$ cat config.mk
export PLATFORM = sky130hd
export DESIGN_NAME = mod_pixel_reader
export DESIGN_NICKNAME = d
export VERILOG_FILES = /design/src/rtl/mod_pixel_reader.sv
export SDC_FILE = /design/constraint.sdc
export NUM_CORES = 1
export LEC_CHECK = 0
export CORE_ASPECT_RATIO = 1.25
export CORE_UTILIZATION = 50
export DETAILED_ROUTE_END_ITERATION = 6
export GPL_ROUTABILITY_DRIVEN = 0
export GPL_TIMING_DRIVEN = 0
export PLACE_DENSITY_LB_ADDON = 0.1
export SYNTH_ARGS = -nofsm -noshare
export SYNTH_HDL_FRONTEND = slang
export SYNTH_SLANG_ARGS = --single-unit
export TNS_END_PERCENT = 1
$ cat constraint.sdc
create_clock -name clk -period 3.3 [get_ports clk]
set_input_delay 0.66 -clock clk [delete_from_list [all_inputs] [get_ports clk]]
set_output_delay 0.66 -clock clk [all_outputs]
set_load 0.02 [all_outputs]
$ cat src/rtl/mod_pixel_reader.sv
// Frame-memory pixel reader.
// Fetches a width x height BGR image (three bytes per pixel) from byte-addressed
// memory and presents it as a raster-order pixel stream with sof/eol/eof markers.
//
// Output handshake: a pixel transfers on a rising clk edge where pix_valid and
// pix_ready are both 1. Once pix_valid is raised it stays high, with pix_data
// and the flags held constant, until that transfer happens.
module mod_pixel_reader #(
    parameter int FIFO_DEPTH = 2
) (
    input  logic        clk,
    input  logic        reset,
    input  logic [31:0] addr_in,
    input  logic [15:0] width,
    input  logic [15:0] height,
    input  logic        start,
    output logic        done,
    output logic        busy,
    output logic        mem_rd,
    output logic [31:0] mem_addr,
    input  logic [7:0]  mem_rdata,
    output logic        pix_valid,
    input  logic        pix_ready,
    output logic [23:0] pix_data,
    output logic        pix_sof,
    output logic        pix_eol,
    output logic        pix_eof
);

    localparam int AW = $clog2(FIFO_DEPTH);
    localparam logic [AW:0] DEPTH_C = (AW + 1)'(FIFO_DEPTH);

    typedef enum logic [1:0] {IDLE, FETCH, DRAIN, DONE} state_t;

    state_t      state_q;
    logic        start_q;
    logic        done_q;
    logic        busy_q;
    logic [15:0] width_q;
    logic [15:0] height_q;
    logic [15:0] x_q;
    logic [15:0] y_q;

    // Read issue stage: byte index 0=B, 1=G, 2=R of the read on the bus this cycle.
    logic        mem_rd_q;
    logic [31:0] mem_addr_q;
    logic [1:0]  rd_idx_q;

    // Return stage: mem_rdata is valid for the read issued one cycle earlier.
    logic        ret_valid_q;
    logic [1:0]  ret_idx_q;
    logic [2:0]  ret_flags_q;
    logic [7:0]  b_q;
    logic [7:0]  g_q;

    // Pixel FIFO entry layout: {sof, eol, eof, R, G, B}.
    logic [26:0]   fifo_mem_q [FIFO_DEPTH];
    logic [AW-1:0] wr_ptr_q;
    logic [AW-1:0] rd_ptr_q;
    logic [AW:0]   cnt_q;

    logic        start_rise;
    logic        push;
    logic        pop;
    logic        rd_last_byte;
    logic        cur_sof;
    logic        cur_eol;
    logic        cur_eof;
    logic        slot_ok;
    logic [AW:0] cnt_after;
    logic [AW:0] asm_after;
    logic [26:0] head;

    assign start_rise   = start & ~start_q;
    assign push         = ret_valid_q && (ret_idx_q == 2'd2);
    assign pop          = pix_valid && pix_ready;
    assign rd_last_byte = mem_rd_q && (rd_idx_q == 2'd2);
    assign head         = fifo_mem_q[rd_ptr_q];

    // Flags and slot accounting for the pixel currently being read.
    always_comb begin
        cur_sof   = (x_q == 16'd0) && (y_q == 16'd0);
        cur_eol   = (x_q == width_q - 16'd1);
        cur_eof   = cur_eol && (y_q == height_q - 16'd1);
        // Occupancy after this edge, plus the pixel whose R byte is still in flight.
        cnt_after = cnt_q + {{AW{1'b0}}, push} - {{AW{1'b0}}, pop};
        asm_after = {{AW{1'b0}}, rd_last_byte};
        slot_ok   = (cnt_after + asm_after) < DEPTH_C;
    end

    // FIFO storage; only written when an R byte completes a pixel.
    always_ff @(posedge clk) begin
        if (push) begin
            fifo_mem_q[wr_ptr_q] <= {ret_flags_q, mem_rdata, g_q, b_q};
        end
    end

    // Control FSM, read pipeline, pixel position and FIFO pointers.
    always_ff @(posedge clk) begin
        if (reset) begin
            state_q     <= IDLE;
            start_q     <= 1'b0;
            done_q      <= 1'b0;
            busy_q      <= 1'b0;
            width_q     <= '0;
            height_q    <= '0;
            x_q         <= '0;
            y_q         <= '0;
            mem_rd_q    <= 1'b0;
            mem_addr_q  <= '0;
            rd_idx_q    <= '0;
            ret_valid_q <= 1'b0;
            ret_idx_q   <= '0;
            ret_flags_q <= '0;
            b_q         <= '0;
            g_q         <= '0;
            wr_ptr_q    <= '0;
            rd_ptr_q    <= '0;
            cnt_q       <= '0;
        end else begin
            start_q     <= start;
            ret_valid_q <= mem_rd_q;
            ret_idx_q   <= rd_idx_q;

            if (ret_valid_q && ret_idx_q == 2'd0) b_q <= mem_rdata;
            if (ret_valid_q && ret_idx_q == 2'd1) g_q <= mem_rdata;

            if (push) wr_ptr_q <= wr_ptr_q + AW'(1);
            if (pop)  rd_ptr_q <= rd_ptr_q + AW'(1);
            cnt_q <= cnt_after;

            // Flags travel with the R read; position advances once per pixel.
            if (rd_last_byte) begin
                ret_flags_q <= {cur_sof, cur_eol, cur_eof};
                if (cur_eol) begin
                    x_q <= '0;
                    y_q <= y_q + 16'd1;
                end else begin
                    x_q <= x_q + 16'd1;
                end
            end

            case (state_q)
                IDLE: begin
                    mem_rd_q <= 1'b0;
                    if (start_rise) begin
                        width_q  <= width;
                        height_q <= height;
                        x_q      <= '0;
                        y_q      <= '0;
                        if (width == 16'd0 || height == 16'd0) begin
                            state_q <= DONE;
                            done_q  <= 1'b1;
                        end else begin
                            state_q    <= FETCH;
                            busy_q     <= 1'b1;
                            mem_rd_q   <= 1'b1;
                            mem_addr_q <= addr_in;
                            rd_idx_q   <= 2'd0;
                        end
                    end
                end
                FETCH: begin
                    if (mem_rd_q && rd_idx_q != 2'd2) begin
                        mem_rd_q   <= 1'b1;
                        mem_addr_q <= mem_addr_q + 32'd1;
                        rd_idx_q   <= rd_idx_q + 2'd1;
                    end else if (rd_last_byte && cur_eof) begin
                        state_q  <= DRAIN;
                        mem_rd_q <= 1'b0;
                    end else if (slot_ok) begin
                        mem_rd_q   <= 1'b1;
                        mem_addr_q <= mem_addr_q + 32'd1;
                        rd_idx_q   <= 2'd0;
                    end else begin
                        mem_rd_q <= 1'b0;
                    end
                end
                DRAIN: begin
                    mem_rd_q <= 1'b0;
                    if (pop && head[24]) begin
                        state_q <= DONE;
                        busy_q  <= 1'b0;
                        done_q  <= 1'b1;
                    end
                end
                DONE: begin
                    mem_rd_q <= 1'b0;
                    if (!start) begin
                        state_q <= IDLE;
                        done_q  <= 1'b0;
                    end
                end
                default: state_q <= IDLE;
            endcase
        end
    end

    assign done      = done_q;
    assign busy      = busy_q;
    assign mem_rd    = mem_rd_q;
    assign mem_addr  = mem_addr_q;
    assign pix_valid = (cnt_q != '0);
    assign pix_data  = pix_valid ? head[23:0] : 24'd0;
    assign pix_sof   = pix_valid & head[26];
    assign pix_eol   = pix_valid & head[25];
    assign pix_eof   = pix_valid & head[24];

endmodule
# ---- Word-level counts from Yosys, hierarchy flattened
# Memory sizes are Yosys's and may differ from the RTL's. A register that Yosys moved wholly into a read port is not among the register bits.
# Index checks and enable logic that the tools add are counted.
# W data, S select, Z words.
dict set report word_totals {
  ff_bits 130
  mem_bits_rw 54
  out_inout_bits 63
  n_memories 1
}
# memory depth word_bits rd rd_ports_with_merged_regs write_ports line
set mem_list {}
lappend mem_list {fifo_mem_q 2 27 1 1 1 57} ;# logic [26:0] fifo_mem_q [FIFO_DEPTH];
dict set report classes {
  add_sub_neg 11
  magnitude_cmp 1
  n_eq_ne 18
  n_mux 47
  bitwise 5
  n_reduce_logical 27
}
# op n
set op_table {}
lappend op_table {{$mux W32} 5}
lappend op_table {{$mux W16} 8}
lappend op_table {{$logic_not A16 Y1} 4}
lappend op_table {{$pmux W32 S2} 1}
lappend op_table {{$add A16 B1 Y16 const B} 2}
lappend op_table {{$add A32 B1 Y32 const B} 1}
lappend op_table {{$eq A16 B16 Y1} 2}
lappend op_table {{$sub A16 B1 Y16 const B} 2}
lappend op_table {{$mux W24} 1}
lappend op_table {{$mux W2} 11}
lappend op_table {{$mux W1} 16}
lappend op_table {{$ne A2 B2 Y1 const B} 8}
lappend op_table {{$reduce_and A5 Y1} 3}
lappend op_table {{$logic_and A1 B1 Y1} 10}
lappend op_table {{$eq A2 B2 Y1 const B} 4}
lappend op_table {{$pmux W2 S4} 1}
lappend op_table {{$ne A3 B3 Y1 const B} 2}
lappend op_table {{$pmux W1 S3} 2}
lappend op_table {{$reduce_bool A2 Y1} 3}
lappend op_table {{$add A2 B1 Y2} 2}
lappend op_table {{$and A1 B1 Y1} 4}
lappend op_table {{$eq A2 B1 Y1 const B} 2}
lappend op_table {{$logic_not A2 Y1} 2}
lappend op_table {{$pmux W2 S2} 1}
lappend op_table {{other kinds (11)} 12}

# ---- Longest topological paths before layout
dict set report depth {
  depth_word 10
  depth_mapped 16
  ltp_nobuf 15
}

# ---- Worst setup path after synthesis
# No wires, ideal clock.
dict set report synth_timing {
  path_kind {reg-to-reg}
  from {register cnt_q[1]}
  to {register mem_addr_q[25] (netlist: mem_addr[25])}
  setup_time_ns 0.117
  t_arrival_ns 3.226
  path_slack_ns -0.043
  stages_incl_launch_ff 17
  path_buffers 2
  synth_period_minus_slack_ns 3.343
  path_cell_list {dfxtp_1 -> nor2_1 -> inv_1 -> nand2_1 -> inv_1 -> ha_1 -> inv_1 -> ha_1 -> xor2_1 -> xnor2_1 -> mux2i_1 -> a21oi_1 -> and2_1 -> buf_1 -> buf_1 -> nand3_1 -> a32o_1}
}
dict set report synth_between {
  elab_chain_len 7
  elab_cells_between_ends 8
}
# item line
set synth_rtl {}
lappend synth_rtl {{start, declared} 60} ;# logic [AW:0] cnt_q;
lappend synth_rtl {{start signal, assigned} 130} ;# cnt_q <= cnt_after;
lappend synth_rtl {{$reduce_bool A2 Y1} 203} ;# assign pix_valid = (cnt_q != '0);
lappend synth_rtl {{net pix_valid} 22} ;# output logic pix_valid,
lappend synth_rtl {{$logic_and A1 B1 Y1} 76} ;# assign pop = pix_valid && pix_ready;
lappend synth_rtl {{net pop} 64} ;# logic pop;
lappend synth_rtl {{$sub A2 B1 Y2} 86} ;# cnt_after = cnt_q + {{AW{1'b0}}, push} - {{AW{1'b0}}, pop};
lappend synth_rtl {{$add A2 B1 Y2} 88} ;# slot_ok = (cnt_after + asm_after) < DEPTH_C;
lappend synth_rtl {{$lt A2 B2 Y1} 88}
lappend synth_rtl {{$ne A3 B3 Y1 (no source line)} n/a}
lappend synth_rtl {{$reduce_and A5 Y1 (no source line)} n/a}
lappend synth_rtl {{end signal, assigned} 158} ;# mem_addr_q <= addr_in;
lappend synth_rtl {{end signal, assigned} 166} ;# mem_addr_q <= mem_addr_q + 32'd1;
lappend synth_rtl {{end signal, assigned} 173} ;# mem_addr_q <= mem_addr_q + 32'd1;
lappend synth_rtl {{end, declared} 46} ;# logic [31:0] mem_addr_q;
# The timed path passes the listed nets, and every way through them passes these cells.
# A chain may end at the register's enable or synchronous reset.

# ---- Worst setup path after layout
dict set report layout_timing {
  from {register height_q[0]}
  to {register mem_addr_q[29] (netlist: mem_addr[29])}
}
dict set report layout_between {
  elab_chain_len 6
}
# item line
set layout_rtl {}
lappend layout_rtl {{start, declared} 40} ;# logic [15:0] height_q;
lappend layout_rtl {{start signal, assigned} 148} ;# height_q <= height;
lappend layout_rtl {{$sub A16 B1 Y16} 84} ;# cur_eof = cur_eol && (y_q == height_q - 16'd1);
lappend layout_rtl {{$eq A16 B16 Y1} 84}
lappend layout_rtl {{$logic_and A1 B1 Y1} 84}
lappend layout_rtl {{$logic_and A1 B1 Y1} 168} ;# end else if (rd_last_byte && cur_eof) begin
lappend layout_rtl {{$ne A3 B3 Y1 (no source line)} n/a}
lappend layout_rtl {{$reduce_and A5 Y1 (no source line)} n/a}
# No other way between the ends.

==> impl_metrics.yaml <==
run_status:
  status: "completed"
clocking:
  cts-root-buf: "clkbuf_16"
  cts.sinks: 185
  clk_pin_slew_ns: 0.07
  cts_htree_levels: 4
  cts-hold-fix-buffers: 0
  cts_buffers: 17
  clockBufferDepth: 2
  insertion_delay_ns: 0.45
  cts_tree: "built"
die:
  core_sq_um: 18800
  ios: 139
  die_area_sq_um: 19800
  die_h_um: 157
  rows: 56
  start_util: 0.511
  fp.dieW_um: 126
grt:
  antenna_found_initial: 0
  grt_pass1_wl_mm: 41.1
  grt_remaining_overflow: 0
  grt_pass1_vias: 8172
  track_usage: 0.265
  grt_max_degree: 19
worst_setup_path:
  critPathLaunchType: "flip-flop"
  arrival_ns: 3.49
  crit_type: "reg -> reg"
  crit_path_end_kind: "flip-flop"
  required_ns: 3.60
  cp_max_fo: 10
timing:
  whs_ns: 0.452
  slew_violations: 0
  clock-skew-final_ns: 0.0157
  rsz0062_at_grt: "true"
  min_period_ns: 3.20
  finalSetupViolCount: 0
  fmax_ghz: 0.313
  tightest_slew_ns: 1.20
  hold_violations: 0
  post-route-period-util: 0.969
  relSlewSlack: 0.196
final_layout:
  n_antenna_cell: 0
  area_growth_pct: 25.8
  ff_latch_area_sq_um: 4250
  n_fill_cell: 1658
  fin_cells: 1465
  multi_input_area_sq_um: 5070
  drive_gt1_frac: 0.0884
  fin_nets: 1310
logic_synthesis:
  synth_seq_cells: 185
  synth.largest_area_cell: "dfxtp_1"
  synthTopCellsByCount: "dfxtp_1, nand2_1, nor2_1, a21oi_1, edfxtp_1"
  synth_edf_count: 54
  syn_area_per_cell_sq_um: 9.07
  synth_seq_area_share: 0.442
  syn_inst: 1058
  synthTopCellsByArea: "dfxtp_1, edfxtp_1, nand2_1"
  synth_top_flop_cell: "dfxtp_1"
  synth_top_area_frac: 0.273
  ys_types: 71
  yosysMostFrequentCell: "dfxtp_1"
  netlist_area_sq_um: 9600
  async_flop_share: 0
  synth_nets: 1148
  ys.warnings.count: 0
pwr:
  power_w: 0.00826
  switching_share: 0.381
  seq_power_share: 0.355
  ir_worst_vdd_mv: 0.450
  pwr-share-clk: 0.243
  switchingPower_w: 0.00315
  internal_power_w: 0.00511
  cellPowerDensity_nw_per_um2: 684
  p_leak_nw: 4.29
  power_frac_comb: 0.402
detailed_routing:
  viasPerCell: 5.90
  routedWlPerCell_um: 17.6
  drc: 0
  drt_iter0_drc: 633
  antenna_left: 0
  routed_wl_mm: 25.8
  via_count: 8637
  drt_pass1_iterations: 5
flow_run:
  drv_cap: 0
placed_design:
  hpwl_mm: 18.7
  numPortBuffers: 138
  place_inst: 1430
worst_hold_path:
  hp-class: "reg -> reg"
[path summary, 6_finish.rpt]
check                          end         from  cells past startpoint  slack (ns)
hold / removal    fifo_mem_q[1][7]       b_q[7]                      0        0.45
setup reg to reg      mem_addr[29]  height_q[0]                     13        0.10
setup / recovery      mem_addr[29]  height_q[0]                     13        0.10
hold reg to reg   fifo_mem_q[1][7]       b_q[7]                      0        0.45
[registers in the layout, summed over array words and instances (netlist names), 2 cells and up, named ones only]
name         cells
mem_addr        32
cnt_q            2
width_q         16
rd_idx_q         2
g_q              8
height_q        16
ret_idx_q        2
x_q             16
state_q          2
y_q             16
fifo_mem_q      54
ret_flags_q      3
b_q              8
[cell usage in the layout (no fill, tap or decap), types with 30 or more instances in the layout]
master,n
edfxtp_1,54
a21oi_1,72
nor2_1,110
clkbuf_1,38
mux2i_1,47
nand3_1,32
dfxtp_1,127
nand2_1,126
clkdlybuf4s50_1,138
inv_1,30
xor2_1,38
[cell families (layout without fill, tap and decap cells)]
| kind of cell | after synthesis | count (layout) | share of synthesized area |
|---|---|---|---|
| AND/OR/NAND/NOR | 468 | 468 | 0.256 |
| flip-flops | 185 | 185 | 0.442 |
| AO/OA/AOI/OAI | 180 | 180 | 0.127 |
| buffers and inverters | 94 | 269 | 0.0412 |
| XOR/XNOR | 65 | 65 | 0.0607 |
| multiplexers | 52 | 52 | 0.0549 |
| adder cells (fa/ha/maj) | 14 | 14 | 0.0182 |
[worst max-delay path, cell delays in order, from the launching register on]
cell	delay [ns]
dfxtp_2	0.34
inv_1	0.06
ha_2	0.19
buf_6	0.13
or4b_4	0.46
buf_6	0.15
o41ai_2	0.26
o32ai_1	0.14
mux2_4	0.32
or4b_4	0.51
buf_12	0.17
buf_6	0.16
nand4b_1	0.10
a221oi_1	0.07
[timing repair]
item                                    CTS  global route
resized for setup                        24            29
endpoints found under the setup margin   75            58
gates cloned                              0             0
setup buffers                             3             2
pin swaps                                 1             8
[per-layer routing]
layer  vias up  share of wire  global-route usage
li1       4157              -                   -
met1      4129           0.44               0.331
met2       305           0.49               0.462
met3        46          0.053              0.0394
met4         0          0.021               0.103
met5         -              0                   0
[power by group through the flow]
stage                     clock [W]  sequential [W]  combinational, W
after global routing        0.00213         0.00297           0.00357
final                       0.00201         0.00293           0.00332
after CTS                   0.00203         0.00291           0.00324
after floorplan                   0         0.00305           0.00181
after global placement            0         0.00293           0.00316
after detailed placement          0         0.00294           0.00317
[metrics by stage]
stage / util / instance area, sq um / setup TNS [ns] / worst slack (ns)
floorplan: - / 9600 / 0 / 0.103
global placement: 0.600 / 11300 / -26.22 / -0.874
detailed placement: 0.602 / 11300 / -27.10 / -0.891
CTS: 0.638 / 12000 / 0 / 0.00258
global route: 0.643 / 12100 / -0.0936 / -0.0227
finish: 0.643 / 12100 / 0 / 0.103
[area by class of cell]
type                    count  share of cell area
clock inverters            13              0.0118
multi-input cells         779               0.420
inverters                  30             0.00933
repair buffers            145               0.120
plain buffers              62              0.0272
flip-flops and latches    185               0.352
well taps                 232              0.0240
clock buffers              19              0.0359
No activity file was read; power rests on OpenSTA's default activity.
